## config.mk

```make
export PLATFORM = sky130hd
export DESIGN_NAME = rv32_pipe_ctrl_flat
export DESIGN_NICKNAME = d
export VERILOG_FILES = /design/src/rtl/rv32_pipe_ctrl_if.sv /design/src/rtl/rv32_pipe_ctrl.sv /design/src/flat_wrapper.sv
export SDC_FILE = /design/constraint.sdc
export NUM_CORES = 1
export LEC_CHECK = 0
export BUFFER_PORTS_ARGS = -buffer_cell sky130_fd_sc_hd__buf_2
export CAP_MARGIN = 20
export CORE_ASPECT_RATIO = 1.2
export CORE_MARGIN = 1.5
export CORE_UTILIZATION = 48
export CTS_BUF_LIST = sky130_fd_sc_hd__clkbuf_8
export DETAILED_ROUTE_END_ITERATION = 16
export PLACE_DENSITY = 0.84
export SYNTH_ARGS = -nofsm -noshare
export SYNTH_HDL_FRONTEND = slang
export SYNTH_SLANG_ARGS = --single-unit
```

## constraint.sdc

```tcl
create_clock -name clk -period 2.3 [get_ports clk]
set_input_delay 0.23 -clock clk [delete_from_list [all_inputs] [get_ports clk]]
set_output_delay 0.23 -clock clk [all_outputs]
set_load 0.01 [all_outputs]
```

## src/rtl/rv32_pipe_ctrl_if.sv

```systemverilog
// Decode/issue bundle between the RV32I pipeline datapath and rv32_pipe_ctrl.
//   master : controller side. It receives the decode instruction and the branch result,
//            and it drives the execute control word plus redirect/stall/start.
//   slave  : datapath side, with every direction reversed.
interface rv32_pipe_ctrl_if #(
  parameter int unsigned ALU_OP_W = 5
);
  logic [31:0]         instr_d;
  logic                instr_valid_d;
  logic                br_taken;
  logic                reg_wr_e;
  logic                sel_a_e;
  logic                sel_b_e;
  logic                csr_wr_e;
  logic                csr_rd_e;
  logic                btype_e;
  logic                illegal_e;
  logic [1:0]          wb_sel_e;
  logic [2:0]          imm_src_e;
  logic [2:0]          funct3_e;
  logic [ALU_OP_W-1:0] alu_op_e;
  logic [6:0]          opcode_e;
  logic                pc_src;
  logic                flush_d;
  logic                stall_fd;
  logic                md_start;

  modport master (
    input  instr_d, instr_valid_d, br_taken,
    output reg_wr_e, sel_a_e, sel_b_e, csr_wr_e, csr_rd_e, btype_e, illegal_e, wb_sel_e,
           imm_src_e, funct3_e, alu_op_e, opcode_e, pc_src, flush_d, stall_fd, md_start
  );

  modport slave (
    output instr_d, instr_valid_d, br_taken,
    input  reg_wr_e, sel_a_e, sel_b_e, csr_wr_e, csr_rd_e, btype_e, illegal_e, wb_sel_e,
           imm_src_e, funct3_e, alu_op_e, opcode_e, pc_src, flush_d, stall_fd, md_start
  );
endinterface

```

## src/rtl/rv32_pipe_ctrl.sv

```systemverilog
// RV32I 3-stage pipeline decode/issue controller.
// The decode-stage instruction is decoded and registered into the execute (E) control word.
// Branch/jump redirect and decode flush are generated from E. Fetch/decode are stalled while
// a multi-cycle mul/div op sits in E.
// Ports: clk, rst_n (async, active-low); bus (rv32_pipe_ctrl_if.master):
//   in  instr_d, instr_valid_d, br_taken
//   out *_e execute control word, pc_src, flush_d, stall_fd, md_start
// Optional feature: define RV32M_EN to decode RV32M and enable the mul/div stall FSM.
// Without it, funct7=0000001 is illegal and stall_fd/md_start are tied low.
module rv32_pipe_ctrl #(
  parameter int unsigned ALU_OP_W   = 5,
  parameter int unsigned MD_LATENCY = 32
) (
  input logic              clk,
  input logic              rst_n,
  rv32_pipe_ctrl_if.master bus
);

  localparam logic [6:0] OpR      = 7'b0110011;
  localparam logic [6:0] OpImm    = 7'b0010011;
  localparam logic [6:0] OpLoad   = 7'b0000011;
  localparam logic [6:0] OpStore  = 7'b0100011;
  localparam logic [6:0] OpLui    = 7'b0110111;
  localparam logic [6:0] OpAuipc  = 7'b0010111;
  localparam logic [6:0] OpBranch = 7'b1100011;
  localparam logic [6:0] OpJal    = 7'b1101111;
  localparam logic [6:0] OpJalr   = 7'b1100111;
  localparam logic [6:0] OpSystem = 7'b1110011;

  localparam logic [ALU_OP_W-1:0] AluSub = ALU_OP_W'(1);
  localparam logic [ALU_OP_W-1:0] AluSra = ALU_OP_W'(7);
  localparam logic [ALU_OP_W-1:0] AluLui = ALU_OP_W'(10);

  typedef struct packed {
    logic                reg_wr;
    logic                sel_a;
    logic                sel_b;
    logic                csr_wr;
    logic                csr_rd;
    logic                btype;
    logic                illegal;
    logic [1:0]          wb_sel;
    logic [2:0]          imm_src;
    logic [2:0]          funct3;
    logic [ALU_OP_W-1:0] alu_op;
    logic [6:0]          opcode;
  } ctrl_t;

  // Shared funct3 -> ALU op map for R-type and OP-IMM.
  function automatic logic [ALU_OP_W-1:0] base_alu_op(input logic [2:0] f3);
    logic [ALU_OP_W-1:0] op;
    case (f3)
      3'b000:  op = ALU_OP_W'(0);  // ADD
      3'b001:  op = ALU_OP_W'(2);  // SLL
      3'b010:  op = ALU_OP_W'(3);  // SLT
      3'b011:  op = ALU_OP_W'(4);  // SLTU
      3'b100:  op = ALU_OP_W'(5);  // XOR
      3'b101:  op = ALU_OP_W'(6);  // SRL
      3'b110:  op = ALU_OP_W'(8);  // OR
      default: op = ALU_OP_W'(9);  // AND
    endcase
    return op;
  endfunction

  logic [6:0] opcode;
  logic [2:0] funct3;
  logic [6:0] funct7;
  logic       illegal;
  ctrl_t      dec, e_d, e_q;
  logic       stall, md_start, flush;

  assign opcode = bus.instr_d[6:0];
  assign funct3 = bus.instr_d[14:12];
  assign funct7 = bus.instr_d[31:25];

  // Register fields are consumed by the register file, not by this controller.
  logic unused_instr;
  assign unused_instr = ^{bus.instr_d[24:15], bus.instr_d[11:7]};

  always_comb begin
    dec        = '0;
    illegal    = 1'b0;
    dec.opcode = opcode;
    dec.funct3 = funct3;
    case (opcode)
      OpR: begin
        dec.reg_wr = 1'b1;
        dec.sel_a  = 1'b1;
        dec.wb_sel = 2'b01;
        if (funct7 == 7'b0000000) begin
          dec.alu_op = base_alu_op(funct3);
        end else if (funct7 == 7'b0100000) begin
          if (funct3 == 3'b000)      dec.alu_op = AluSub;
          else if (funct3 == 3'b101) dec.alu_op = AluSra;
          else                       illegal = 1'b1;
        end
`ifdef RV32M_EN
        else if (funct7 == 7'b0000001) begin
          dec.alu_op = ALU_OP_W'(11) + ALU_OP_W'(funct3);
        end
`endif
        else begin
          illegal = 1'b1;
        end
      end
      OpImm: begin
        dec.reg_wr = 1'b1;
        dec.sel_a  = 1'b1;
        dec.sel_b  = 1'b1;
        dec.wb_sel = 2'b01;
        dec.alu_op = (funct3 == 3'b101 && funct7 == 7'b0100000) ? AluSra : base_alu_op(funct3);
        if (funct3 == 3'b001 && funct7 != 7'b0000000) illegal = 1'b1;
        if (funct3 == 3'b101 && funct7 != 7'b0000000 && funct7 != 7'b0100000) illegal = 1'b1;
      end
      OpLoad: begin
        dec.reg_wr = 1'b1;
        dec.sel_a  = 1'b1;
        dec.sel_b  = 1'b1;
        dec.wb_sel = 2'b10;
      end
      OpStore: begin
        dec.sel_a   = 1'b1;
        dec.sel_b   = 1'b1;
        dec.imm_src = 3'b001;
      end
      // LUI/AUIPC results come out of the ALU, so they write back the ALU path.
      OpLui: begin
        dec.reg_wr  = 1'b1;
        dec.sel_b   = 1'b1;
        dec.wb_sel  = 2'b01;
        dec.imm_src = 3'b100;
        dec.alu_op  = AluLui;
      end
      OpAuipc: begin
        dec.reg_wr  = 1'b1;
        dec.sel_b   = 1'b1;
        dec.wb_sel  = 2'b01;
        dec.imm_src = 3'b100;
      end
      OpBranch: begin
        dec.btype   = 1'b1;
        dec.sel_b   = 1'b1;
        dec.imm_src = 3'b010;
      end
      OpJal: begin
        dec.btype   = 1'b1;
        dec.reg_wr  = 1'b1;
        dec.sel_b   = 1'b1;
        dec.imm_src = 3'b011;
      end
      OpJalr: begin
        dec.btype  = 1'b1;
        dec.reg_wr = 1'b1;
        dec.sel_a  = 1'b1;
        dec.sel_b  = 1'b1;
      end
      OpSystem: begin
        if (funct3 != 3'b000) begin
          dec.csr_wr = 1'b1;
          dec.csr_rd = 1'b1;
          dec.reg_wr = 1'b1;
          dec.wb_sel = 2'b11;
        end else begin
          dec = '0;  // ECALL/EBREAK issue as a plain bubble
        end
      end
      default: illegal = 1'b1;
    endcase
    // Illegal ops keep only their identity, so nothing downstream can act on them.
    if (illegal) begin
      dec         = '0;
      dec.illegal = 1'b1;
      dec.opcode  = opcode;
      dec.funct3  = funct3;
    end
  end

  assign bus.pc_src = e_q.btype & (bus.br_taken | (e_q.opcode != OpBranch));
  assign flush      = bus.pc_src;

  always_comb begin
    e_d = e_q;
    if (!stall) begin
      if (flush || !bus.instr_valid_d) e_d = '0;
      else                             e_d = dec;
    end
  end

  always_ff @(posedge clk or negedge rst_n) begin
    if (!rst_n) e_q <= '0;
    else        e_q <= e_d;
  end

`ifdef RV32M_EN
  localparam int unsigned CntW = $clog2(MD_LATENCY + 1);

  typedef enum logic [0:0] {StRun, StMdBusy} state_e;

  state_e          state_q, state_d;
  logic [CntW-1:0] cnt_q, cnt_d;
  logic            skip_q, skip_d;
  logic            e_is_mop;

  assign e_is_mop = (e_q.opcode == OpR) && (e_q.alu_op >= ALU_OP_W'(11));

  always_comb begin
    state_d  = state_q;
    cnt_d    = cnt_q;
    skip_d   = 1'b0;
    stall    = 1'b0;
    md_start = 1'b0;
    unique case (state_q)
      StRun: begin
        // skip_q marks the release cycle of a single-cycle op still sitting in E.
        if (e_is_mop && !skip_q) begin
          md_start = 1'b1;
          stall    = 1'b1;
          cnt_d    = CntW'(MD_LATENCY - 1);
          if (MD_LATENCY == 1) skip_d  = 1'b1;
          else                 state_d = StMdBusy;
        end
      end
      StMdBusy: begin
        if (cnt_q == '0) begin
          state_d = StRun;
        end else begin
          stall = 1'b1;
          cnt_d = cnt_q - 1'b1;
        end
      end
      default: state_d = StRun;
    endcase
  end

  always_ff @(posedge clk or negedge rst_n) begin
    if (!rst_n) begin
      state_q <= StRun;
      cnt_q   <= '0;
      skip_q  <= 1'b0;
    end else begin
      state_q <= state_d;
      cnt_q   <= cnt_d;
      skip_q  <= skip_d;
    end
  end
`else
  assign stall    = 1'b0;
  assign md_start = 1'b0;

  logic unused_md_latency;
  assign unused_md_latency = (MD_LATENCY == 0);
`endif

  assign bus.flush_d   = flush;
  assign bus.stall_fd  = stall;
  assign bus.md_start  = md_start;
  assign bus.reg_wr_e  = e_q.reg_wr;
  assign bus.sel_a_e   = e_q.sel_a;
  assign bus.sel_b_e   = e_q.sel_b;
  assign bus.csr_wr_e  = e_q.csr_wr;
  assign bus.csr_rd_e  = e_q.csr_rd;
  assign bus.btype_e   = e_q.btype;
  assign bus.illegal_e = e_q.illegal;
  assign bus.wb_sel_e  = e_q.wb_sel;
  assign bus.imm_src_e = e_q.imm_src;
  assign bus.funct3_e  = e_q.funct3;
  assign bus.alu_op_e  = e_q.alu_op;
  assign bus.opcode_e  = e_q.opcode;

endmodule

```

## src/flat_wrapper.sv

```systemverilog
// flat-port wrapper written by rule: the top's interface ports become plain ports
module rv32_pipe_ctrl_flat 
#(
  parameter int unsigned ALU_OP_W   = 5,
  parameter int unsigned MD_LATENCY = 32
)
  (clk, rst_n, bus_instr_d, bus_instr_valid_d, bus_br_taken, bus_reg_wr_e, bus_sel_a_e, bus_sel_b_e, bus_csr_wr_e, bus_csr_rd_e, bus_btype_e, bus_illegal_e, bus_wb_sel_e, bus_imm_src_e, bus_funct3_e, bus_alu_op_e, bus_opcode_e, bus_pc_src, bus_flush_d, bus_stall_fd, bus_md_start);
  rv32_pipe_ctrl_if #(.ALU_OP_W(ALU_OP_W)) bus_i ();
  input logic clk;
  input logic rst_n;
  input wire logic [$bits(bus_i.instr_d)-1:0] bus_instr_d;
  input wire logic [$bits(bus_i.instr_valid_d)-1:0] bus_instr_valid_d;
  input wire logic [$bits(bus_i.br_taken)-1:0] bus_br_taken;
  output wire logic [$bits(bus_i.reg_wr_e)-1:0] bus_reg_wr_e;
  output wire logic [$bits(bus_i.sel_a_e)-1:0] bus_sel_a_e;
  output wire logic [$bits(bus_i.sel_b_e)-1:0] bus_sel_b_e;
  output wire logic [$bits(bus_i.csr_wr_e)-1:0] bus_csr_wr_e;
  output wire logic [$bits(bus_i.csr_rd_e)-1:0] bus_csr_rd_e;
  output wire logic [$bits(bus_i.btype_e)-1:0] bus_btype_e;
  output wire logic [$bits(bus_i.illegal_e)-1:0] bus_illegal_e;
  output wire logic [$bits(bus_i.wb_sel_e)-1:0] bus_wb_sel_e;
  output wire logic [$bits(bus_i.imm_src_e)-1:0] bus_imm_src_e;
  output wire logic [$bits(bus_i.funct3_e)-1:0] bus_funct3_e;
  output wire logic [$bits(bus_i.alu_op_e)-1:0] bus_alu_op_e;
  output wire logic [$bits(bus_i.opcode_e)-1:0] bus_opcode_e;
  output wire logic [$bits(bus_i.pc_src)-1:0] bus_pc_src;
  output wire logic [$bits(bus_i.flush_d)-1:0] bus_flush_d;
  output wire logic [$bits(bus_i.stall_fd)-1:0] bus_stall_fd;
  output wire logic [$bits(bus_i.md_start)-1:0] bus_md_start;
  assign bus_i.instr_d = bus_instr_d;
  assign bus_i.instr_valid_d = bus_instr_valid_d;
  assign bus_i.br_taken = bus_br_taken;
  assign bus_reg_wr_e = bus_i.reg_wr_e;
  assign bus_sel_a_e = bus_i.sel_a_e;
  assign bus_sel_b_e = bus_i.sel_b_e;
  assign bus_csr_wr_e = bus_i.csr_wr_e;
  assign bus_csr_rd_e = bus_i.csr_rd_e;
  assign bus_btype_e = bus_i.btype_e;
  assign bus_illegal_e = bus_i.illegal_e;
  assign bus_wb_sel_e = bus_i.wb_sel_e;
  assign bus_imm_src_e = bus_i.imm_src_e;
  assign bus_funct3_e = bus_i.funct3_e;
  assign bus_alu_op_e = bus_i.alu_op_e;
  assign bus_opcode_e = bus_i.opcode_e;
  assign bus_pc_src = bus_i.pc_src;
  assign bus_flush_d = bus_i.flush_d;
  assign bus_stall_fd = bus_i.stall_fd;
  assign bus_md_start = bus_i.md_start;
  rv32_pipe_ctrl #(.ALU_OP_W(ALU_OP_W), .MD_LATENCY(MD_LATENCY)) u_core (.clk(clk), .rst_n(rst_n), .bus(bus_i));
endmodule
```

Yosys cells after proc, flatten, opt, wreduce, memory -nomap -nowiden

Cells that the tools add are included.

Register bits after elaboration: 27
Bits of input ports: 36

Bitwise operators: 2
Muxes and demuxes: 28
Equal/unequal tests: 19
Reduce and logical (&&, ||, !) cells: 17

Operators by type and width:

| operator             | count |
|---|---|
| $mux W27             | 2 |
| $eq A7 B6 Y1 const B | 4 |
| $eq A7 B7 Y1 const B | 4 |
| $pmux W4 S7          | 1 |
| $pmux W5 S4          | 1 |
| $reduce_or A8 Y1     | 2 |
| $mux W15             | 1 |
| $mux W5              | 3 |
| $pmux W3 S5          | 1 |
| $eq A7 B5 Y1 const B | 2 |
| $mux W1              | 10 |
| $eq A3 B3 Y1 const B | 3 |
| $eq A7 B2 Y1 const B | 1 |
| $logic_not A7 Y1     | 1 |
| $mux W7              | 1 |
| $ne A7 B6 Y1 const B | 1 |
| $ne A7 B7 Y1 const B | 1 |
| $reduce_bool A7 Y1   | 1 |
| $reduce_or A7 Y1     | 1 |
| $eq A3 B2 Y1 const B | 2 |
| $mux W3              | 2 |
| $pmux W2 S3          | 1 |
| $reduce_or A5 Y1     | 1 |
| $logic_and A1 B1 Y1  | 4 |
| 14 further kinds     | 15 |

Depth between registers and ports, before layout

Gate-level depths: netlist (run 1).

Depth after elaboration: 8
Mapped depth: 6
Mapped depth without buffers: 5

Worst setup path after synthesis (run 1)

Ideal clock, no wire load.

Path kind: reg2reg
From: register u_core.e_q (netlist bit u_core.bus.opcode_e[4])
To: register u_core.e_q (netlist bit u_core.bus.imm_src_e[0])
Cell stages (with the launch flop): 6
Setup slack: 595 ps
Data required time: 2,189 ps
Data arrival time: 1,593 ps
Path buffers: 0
Cells stage by stage: dfrtp_1 > nand4bb_1 > o41ai_4 > and2_4 > o21ai_2 > a2111oi_2

RTL lines:

| item                     | line                  | text |
|---|---|---|
| start: declaration       | rv32_pipe_ctrl.sv:69  | `ctrl_t dec, e_d, e_q;` |
| start signal: assignment | rv32_pipe_ctrl.sv:190 | `if (!rst_n) e_q <= '0;` |
| start signal: assignment | rv32_pipe_ctrl.sv:191 | `else e_q <= e_d;` |

==> metrics.txt, run 1 <==
#FFs+latches synth=25; Primary FF master, synth=dfrtp_1; I/O Buffers=48; worst-margin pin slew=0.512 ns; Hold Slack=about 0.23 ns; clock-pin slew on the worst setup and hold paths=about 0.080 ns; largest net degree at the start of global routing=26; maximum clock rate=0.542 GHz; chip width=between 50 and 60 um; Core ar.=~2800 um^2; global-route wire length before repair=just over 5000 um; GPL Wtd Cong=0.919; Sequential Area=between 600 and 700 um^2; peak supply drop=between 0.2 and 0.25 mV; antenna violations before repair=0; share of post-route cells with drive strength above 1=a little over a third; vias in the first global route=around 1,200; # nets final=approximately 230; Initial Utilization=50.7%; num rows=21; Layout area overhead=18.2%; startpoint types=register; Worst-Skew Late Latency=~0.27 ns; reg2reg setup slack=between 0.4 and 0.5 ns; Total Neg Setup Slack=0 ns; Final HPWL DP=about 2300 um; DIE AREA=approximately 3300 um^2; crit path kind=register to register; number of fill cells=about 250; Leak Pwr=roughly 0.83 nW; Residual DRC=0; top cells by area, synth=dfrtp_1, nor2_1, a21oi_1; dpl ws=0.452 ns; status=complete, no violations; Die H=62.7 um; mapped cell area=approximately 1400 um^2; CTS root buf=clkbuf_8; Syn Inst Count=roughly 150; PD cells=~500 nW/um^2; Crit Path Max Fanout=6; detailed-route vias per instance=5.57; multi-input logic area=between 600 and 700 um^2; # clock sinks=25; CTS buffer count=3; Yosys top cell area share=a little over two fifths; Final Cell Area=around 1700 um^2; Overall Global Routing Usage=approximately a fifth; Async S/R FF share, synth=100%; min-delay worst type=input pin to register; Critical Path RT=2.46 ns; Finish-stage setup viols=0; wire per inst=around 14 um; Post-CTS Setup Repair Bufs=0; max_slew headroom=between 60% and 70%; Fin. Hold Viols=0; average cell area after synthesis=~10 um^2; # IOs=between 60 and 70; detailed-route via count=approximately 1,200; RSZ-0062 raised after global routing=false; Unique masters post-synth=50; total power=approximately 0.84 mW; # Max-Cap Violations=0; min Tclk post-route=roughly 1.8 ns; EDFF count, synth=0; TritonCTS clock tree=built; Seq/Total Area, Yosys=43.9%; Ys Warns=0; H-tree depth reported by CTS=1; fin worst setup slack=about 0.45 ns; leading area contributor after synthesis=dfrtp_1; Initial DRC Count=37; DRT Pass-1 Iters=5; CP endpoint kind=register; most frequent cell after synthesis=dfrtp_1; arrival time at the worst endpoint=2.00 ns; clk_skew=~0.008 ns; top post-synthesis cells by count=dfrtp_1, nor2_1, a21oi_1; Routed Antenna Nets=0; Final Cycle Share=roughly four fifths; diodes inserted=0; Remaining Overflow, GRT=0; final slew viol count=0; WL final=~3100 um; Placement Cell Area=1630 um^2; clock tree buffer depth=2
[worst paths after layout]
kind,startpoint,end,depth (start not counted)
setup / recovery,u_core.bus.opcode_e[4],u_core.bus.imm_src_e[0],5
hold / removal,bus_instr_d[0],u_core.bus.btype_e,3
setup reg to reg,u_core.bus.opcode_e[4],u_core.bus.imm_src_e[0],5
hold reg to reg,u_core.bus.btype_e,u_core.bus.funct3_e[0],2
max in group asynchronous,rst_n,u_core.bus.alu_op_e[0],2
min in group asynchronous,rst_n,u_core.bus.opcode_e[5],2
[cell families (layout without fill, tap and decap cells)]
group | Yosys count | count (layout) | share of synthesized area, %
and+or+nand+nor | 63 | 63 | 27.3
buffers and inverters | 19 | 59 | 7.63
other | 1 | 3 | 0.263
AOI/OAI and AO/OA | 35 | 35 | 19.1
DFF | 25 | 25 | 43.9
xor gates and xnor gates | 3 | 3 | 1.84
[layout make-up]
class | count | share of cell area [%]
Timing Repair Buffer | 49 | 14.8
Inverter | 6 | 1.34
Clock buffer | 3 | 2.45
Tap cell | 34 | 2.52
Multi-Input combinational cell | 104 | 41.5
Sequential cell | 25 | 37.1
Clock inverter | 1 | 0.223
[registers in the layout, summed over array words and instances, names as in the netlist]
| signal | cells |
|---|---|
| u_core.bus.opcode_e | 7 |
| u_core.bus.sel_a_e | 1 |
| u_core.bus.imm_src_e | 3 |
| u_core.bus.btype_e | 1 |
| u_core.bus.sel_b_e | 1 |
| u_core.bus.wb_sel_e | 2 |
| u_core.bus.illegal_e | 1 |
| u_core.bus.csr_rd_e | 1 |
| u_core.bus.reg_wr_e | 1 |
| u_core.bus.funct3_e | 3 |
| u_core.bus.alu_op_e | 4 |
[report_power, final]
group	leakage [nW]	internal [mW]	switching, mW
combinational	0.465	0.0508	0.0923
sequential	0.336	0.450	0.00504
clock	0.0269	0.119	0.125
total	0.828	0.620	0.222
[stage by stage]
stage / cells / util (%)
floorplan: 148 / -
global placement: 217 / 58.0
detailed placement: 217 / 58.0
CTS: 222 / 59.9
global route: 222 / 59.9
finish: 222 / 59.9
[per-layer routing]
layer	vias up	GRT usage [%]	wire [um]	share of wire, %
met1	565	24.4	1180	39
met4	0	9.94	59	1.9
li1	593	-	-	-
met2	70	34.7	1590	52
met5	-	0	0	0
met3	9	2.15	224	7.3
[critical path: stages (launching register included)]
cell       delay (ns)
dfrtp_1          0.38
nand4bb_1        0.24
o41ai_4          0.46
and2_4           0.24
o21ai_2          0.09
a2111oi_2        0.33
[what timing repair did]
item                      4_1_cts  5_1_grt
hold endpoints to repair       25        0
resized for setup               0        0
hold buffers                    1        0
[cell usage in the layout, fill, tap and decap left out, types with 2 or more instances in the layout]
| cell | count |
|---|---|
| a2111oi_2 | 2 |
| a21oi_1 | 9 |
| a31oi_1 | 3 |
| and2_1 | 5 |
| and3_1 | 3 |
| buf_2 | 48 |
| clkbuf_8 | 3 |
| conb_1 | 3 |
| dfrtp_1 | 25 |
| inv_1 | 7 |
| nand2_1 | 8 |
| nand2b_1 | 6 |
| nand3_1 | 6 |
| nor2_1 | 16 |
| nor3_1 | 4 |
| nor4_2 | 2 |
| o21ai_0 | 5 |
| o22ai_1 | 2 |
| xor2_1 | 2 |
Note: power is estimated with default switching activity, not from simulation.
==> inputs of run 2 (changes only) <==
--- a/config.mk
+++ b/config.mk
@@ -5,14 +5,15 @@
 export SDC_FILE = /design/constraint.sdc
 export NUM_CORES = 1
 export LEC_CHECK = 0
+export ABC_AREA = 1
 export BUFFER_PORTS_ARGS = -buffer_cell sky130_fd_sc_hd__buf_2
 export CAP_MARGIN = 20
 export CORE_ASPECT_RATIO = 1.2
 export CORE_MARGIN = 1.5
-export CORE_UTILIZATION = 48
+export CORE_UTILIZATION = 43
 export CTS_BUF_LIST = sky130_fd_sc_hd__clkbuf_8
 export DETAILED_ROUTE_END_ITERATION = 16
-export PLACE_DENSITY = 0.84
+export PLACE_DENSITY = 0.8
 export SYNTH_ARGS = -nofsm -noshare
 export SYNTH_HDL_FRONTEND = slang
 export SYNTH_SLANG_ARGS = --single-unit
==> constraint.sdc (replaced) <==
create_clock -name clk -period 1.6 [get_ports clk]
set_input_delay 0.16 -clock clk [delete_from_list [all_inputs] [get_ports clk]]
set_output_delay 0.16 -clock clk [all_outputs]
set_load 0.01 [all_outputs]
==> run 2 against run 1 <==
Net effect:
- sequential cell count is the same
- clock skew shrank 0.0054 ns
- cell area increased by 2.7%
- largest power group unchanged
==> metrics.txt, run 2 <==
status=complete, no violations; CTS buffer count=3; Synth Area in Adders=0%; Overall Global Routing Usage=19.0%; #FFs+latches synth=25; final slew viol count=0; WL final=3080 um; XOR/XNOR Fraction of Synth Area=0%; Worst R2R Path Depth=10; average cell area after synthesis=approximately 7.6 um^2; clk_skew=approximately 0.0028 ns; RR Endpoint=u_core.bus.alu_op_e[2]; CTS root buf=clkbuf_8; number of flip-flops in the largest register=7; Yosys top cell area share=between 40 and 50%; min Tclk post-route=~1.4 ns; Remaining Overflow, GRT=0; worst-margin pin slew=~0.56 ns; EDFF count, synth=0; Compound-Gate Fraction of Synth Area=under 10%; crit path kind=register to register; arrival time at the worst endpoint=1.55 ns; chip width=between 50 and 60 um; global-route wire length before repair=4980 um; startpoint types=register; Layout area overhead=23.4%; Final HPWL DP=~2500 um; TritonCTS clock tree=built; Ys Warns=0; Hold Slack=0.127 ns; most frequent cell after synthesis=nand2_1; Core ar.=around 3100 um^2; top post-synthesis cells by count=nand2_1, nor2_1, dfrtp_1; DIE AREA=roughly 3600 um^2; max_slew headroom=approximately 63%; Reg2Reg Launch Point=u_core.bus.opcode_e[4]; Initial Utilization=45.5%; Simple-Gate Fraction of Synth Area=about two fifths; DRT Pass-1 Iters=5; RSZ-0062 raised after global routing=false; mapped cell area=roughly 1400 um^2; largest family of logic cells by synthesized area=simple AND/OR/NAND/NOR gates; CP endpoint kind=register; Final Cycle Share=85.0%; detailed-route via count=~1,300; reg2reg setup slack=between 0.2 and 0.25 ns; CP max-delay cell=dfrtp_1; Finish-stage setup viols=0; Die H=about 66 um; Critical Path RT=approximately 1.8 ns; Initial DRC Count=between 40 and 50; num rows=22; GPL Wtd Cong=between 0.9 and 1; PD cells=between 600 and 700 nW/um^2; most common cell after layout, fill and taps aside=buf_2; Fin. Hold Viols=0; H-tree depth reported by CTS=1; leading area contributor after synthesis=dfrtp_1; top cells by area, synth=dfrtp_1, nand2_1, nor2_1; largest net degree at the start of global routing=26; mux cell area share after synthesis=0%; wire per inst=11.3 um; detailed-route vias per instance=around 4.8; peak supply drop=roughly 0.38 mV; critical path's largest stage delay=~0.38 ns; Routed Antenna Nets=0; maximum clock rate=around 0.74 GHz; Primary FF master, synth=dfrtp_1; # Max-Cap Violations=0; Async S/R FF share, synth=100%; Total Neg Setup Slack=0 ns; diodes inserted=0; share of post-route cells with drive strength above 1=a little over a third; Worst Path Buf+Inv=2; total power=1.19 mW; cell family with most CP delay=simple AND/OR/NAND/NOR gates; Unique masters post-synth=22; antenna violations before repair=0; most used cell, CP=nand2_1; most frequent cells in the layout=buf_2, nand2_1, nor2_1; Residual DRC=0; clock tree buffer depth=2; fin worst setup slack=between 0.2 and 0.25 ns; # clock sinks=25; Crit Path Max Fanout=7; critical path, cell by cell=inv_1, nand2_1, nor2_1, nand2_1, nand2_1, nand2_1, buf_4, nor2_1, nand3_1, nor2_1; Leak Pwr=0.982 nW; Syn Inst Count=around 180; I/O Buffers=between 40 and 50; dpl ws=roughly 0.23 ns; Resize count post-CTS=0; Crit path depth=10; vias in the first global route=between 1,000 and 1,500; # IOs=67; min-delay worst type=input pin to register; Worst-Skew Late Latency=around 0.26 ns; CP startpoint=u_core.bus.opcode_e[4]; Worst setup endpoint=u_core.bus.alu_op_e[2]; clock-pin slew on the worst setup and hold paths=about 0.080 ns; # nets final=273; Seq/Total Area, Yosys=between 40% and 50%
==> run 2: final cells by class <==
class / instances / area, um^2
well taps: 36 / 45.0
clock inverters: 1 / 3.75
clock buffers: 3 / 41.3
flip-flops and latches: 25 / 626
fillers: 320 / 1350
repair buffers: 52 / 273
multi-input cells: 129 / 644
inverters: 26 / 98.8
==> run 2: per-layer routing <==
layer  routed length (um)  part of all wire (%)  vias up  GRT usage (%)
met1                 1290                    42      596           24.1
met2                 1640                    53       39           33.3
li1                     -                     -      665              -
met3                  122                   4.0        4           1.36
met4                   28                  0.91        0           5.49
met5                    0                     0        -              0
==> run 2: cells by family after synthesis <==
logic type             Yosys count
AO/OA/AOI/OAI                   13
buffers and inverters           32
flip-flops                      25
other                            1
AND/OR/NAND/NOR                113
==> run 2: report_power, final <==
part / internal, mW / switching, mW
Clock: 0.171 / 0.183
Sequential: 0.647 / 0.00596
Combinational: 0.0610 / 0.119
==> run 2: timing repair <==
item                                   in CTS  in global routing
buffers inserted                            0                  0
endpoints found under the hold margin      25                  0
hold buffers                                1                  0
==> run 2: worst min-delay path by stage <==
stage,slack (ns),cells past startpoint,endpoint,startpoint
5_1_grt,0.12,3,u_core.bus.opcode_e[0],bus_instr_d[0]
4_1_cts,0.13,3,u_core.bus.opcode_e[0],bus_instr_d[0]
3_3_place_gp,0.17,1,u_core.bus.funct3_e[1],rst_n
3_5_place_dp,0.18,1,u_core.bus.funct3_e[1],rst_n
6_report,0.13,3,u_core.bus.opcode_e[0],bus_instr_d[0]
2_1_floorplan,-0.14,0,u_core.bus.alu_op_e[0],rst_n
==> run 2: through the flow <==
step | utilization, % | instance area [um^2] | cells
finish | 56.2 | 1730 | 272
global route | 56.2 | 1730 | 272
CTS | 56.2 | 1730 | 272
detailed placement | 54.4 | 1680 | 267
global placement | 54.4 | 1680 | 267
floorplan | - | 1410 | 186
==> run 2: worst reg2reg max path, stage by stage, from the launching register on <==
cell,delay [ns]
dfrtp_1,0.38
inv_1,0.05
nand2_1,0.04
nor2_1,0.12
nand2_1,0.06
nand2_1,0.07
nand2_1,0.10
buf_4,0.18
nor2_1,0.08
nand3_1,0.10
nor2_1,0.11
==> inputs of run 3 (changes only) <==
--- a/config.mk
+++ b/config.mk
@@ -5,7 +5,7 @@
 export SDC_FILE = /design/constraint.sdc
 export NUM_CORES = 1
 export LEC_CHECK = 0
-export ABC_AREA = 1
+export ABC_AREA = 0
 export BUFFER_PORTS_ARGS = -buffer_cell sky130_fd_sc_hd__buf_2
 export CAP_MARGIN = 20
 export CORE_ASPECT_RATIO = 1.2
==> constraint.sdc (replaced) <==
create_clock -name clk -period 1.15 [get_ports clk]
set_input_delay 0.115 -clock clk [delete_from_list [all_inputs] [get_ports clk]]
set_output_delay 0.115 -clock clk [all_outputs]
set_load 0.01 [all_outputs]
==> run 3 against run 2 <==
Net effect:
- the flow now finishes with violations (negative setup slack)
- combinational power rose to 2.5 times the previous value
- sequential power grew 40%
- cell area grew 28%
- first-iteration DRC count decreased by 13%
- clock skew increased by 0.0022 ns
- critical endpoint is now u_core.bus.opcode_e[4]
- largest cell class unchanged
==> metrics.txt, run 3 (synthesis results as in run 1) <==
status=finished with violations; failing checks=negative setup slack; Routed Antenna Nets=0; most common cell after layout, fill and taps aside=buf_2; Initial Utilization=a little under half; share of post-route cells with drive strength above 1=54.5%; maximum clock rate=0.633 GHz; # clock sinks=25; Worst R2R Path Depth=7; worst-margin pin slew=roughly 0.54 ns; final slew viol count=0; diodes inserted=0; clock-pin slew on the worst setup and hold paths=roughly 0.080 ns; fin worst setup slack=-0.430 ns; global-route wire length before repair=~6300 um; Remaining Overflow, GRT=0; # IOs=between 60 and 70; CTS root buf=clkbuf_8; Layout area overhead=55.2%; detailed-route via count=between 1,000 and 1,500; chip width=roughly 56 um; GPL Wtd Cong=0.946; clock tree buffer depth=2; min Tclk post-route=between 1.5 and 2 ns; largest net degree at the start of global routing=26; H-tree depth reported by CTS=1; detailed-route vias per instance=5.43; arrival time at the worst endpoint=around 1.8 ns; min-delay worst type=input pin to register; wire per inst=14.6 um; Sequential Area=626 um^2; number of flip-flops in the largest register=7; Fin. Hold Viols=0; dpl ws=-0.418 ns; Core ar.=just over 3000 um^2; RSZ-0062 raised after global routing=true; Initial DRC Count=40; Min-Delay Path Depth=2; peak supply drop=between 0.8 and 0.9 mV; CTS buffer count=3; Final Cycle Share=137%; crit path kind=register to register; number of fill cells=between 200 and 250; num rows=22; TritonCTS clock tree=built; Crit Path Max Fanout=5; antenna violations before repair=0; most frequent cells in the layout=buf_2, buf_4, dfrtp_1; DP Cell Count=about 260; DRT Pass-1 Iters=4; max_slew headroom=between 60% and 70%; Final HPWL DP=approximately 2900 um; Die H=66.1 um; Worst-Skew Late Latency=roughly 0.27 ns; multi-input logic area=approximately 840 um^2; vias in the first global route=1,392; Residual DRC=0; DIE AREA=about 3700 um^2; CP endpoint kind=register; Leak Pwr=~1.1 nW; I/O Buffers=between 40 and 50; Finished Layout Cells=approximately 270; Finish-stage setup viols=27; # Max-Cap Violations=0; WL final=a little under 4000 um; startpoint types=register; Overall Global Routing Usage=a little under a quarter; clk_skew=approximately 0.005 ns; Critical Path RT=~1.4 ns; PD cells=about 850 nW/um^2; # nets final=between 200 and 300
[run 3: metal layers]
layer | wire length, um | GRT usage, % | vias up
met5 | 0 | 0 | -
met4 | 119 | 11.0 | 0
met3 | 284 | 3.13 | 13
met2 | 2040 | 41.4 | 80
met1 | 1470 | 25.7 | 681
li1 | - | - | 686
[run 3: critical path, stage by stage, from the launching register on]
cell and delay (ns):
dfrtp_1 0.38, nand4bb_4 0.20, o41ai_4 0.27, buf_4 0.19
nand2_4 0.06, buf_6 0.12, a21oi_4 0.15, and2_4 0.16
[run 3: final cells by class]
type                            count  area share (%)
Multi-Input combinational cell    104            38.2
Clock buffer                        3            1.87
Inverter                            6            1.13
Clock inverter                      1           0.170
Timing Repair Buffer               94            28.4
Sequential cell                    25            28.3
Tap cell                           36            2.04
[run 3: path summary, 6_finish.rpt]
path                       slack [ns]                endpoint              startpoint
max                             -0.43  u_core.bus.opcode_e[4]  u_core.bus.opcode_e[4]
max reg2reg                     -0.43  u_core.bus.opcode_e[4]  u_core.bus.opcode_e[4]
min reg2reg                      0.82     u_core.bus.csr_rd_e  u_core.bus.opcode_e[3]
min                              0.19  u_core.bus.funct3_e[2]       bus_instr_valid_d
min in group asynchronous        0.35     u_core.bus.reg_wr_e                   rst_n
max in group asynchronous        0.44  u_core.bus.funct3_e[1]                   rst_n
[run 3: metrics by stage]
stage,instance area (um^2),util (%),total power [mW],hold slack (ns),TNS (ns)
5_1_grt,2210,71.2,1.98,0.199,-10.46
2_1_floorplan,1460,-,1.12,-0.181,-7.18
3_3_place_gp,1960,63.0,1.31,0.117,-6.63
3_5_place_dp,1960,63.0,1.32,0.126,-7.66
4_1_cts,2180,70.0,1.85,0.192,-10.13
6_report,2210,71.2,1.88,0.194,-8.63
[run 3: power breakdown]
part	internal [mW]	leakage, nW	total (mW)	switching, mW
combinational	0.211	0.709	0.453	0.241
clock	0.239	0.0269	0.512	0.273
sequential	0.900	0.336	0.912	0.0120
total	1.35	1.07	1.88	0.526
[run 3: repair_timing]
item	in CTS	in global routing
setup endpoints to repair	27	27
resized for setup	26	6
hold buffers	1	0
buffers inserted	5	0
pin swaps	4	4
hold endpoints to repair	25	0
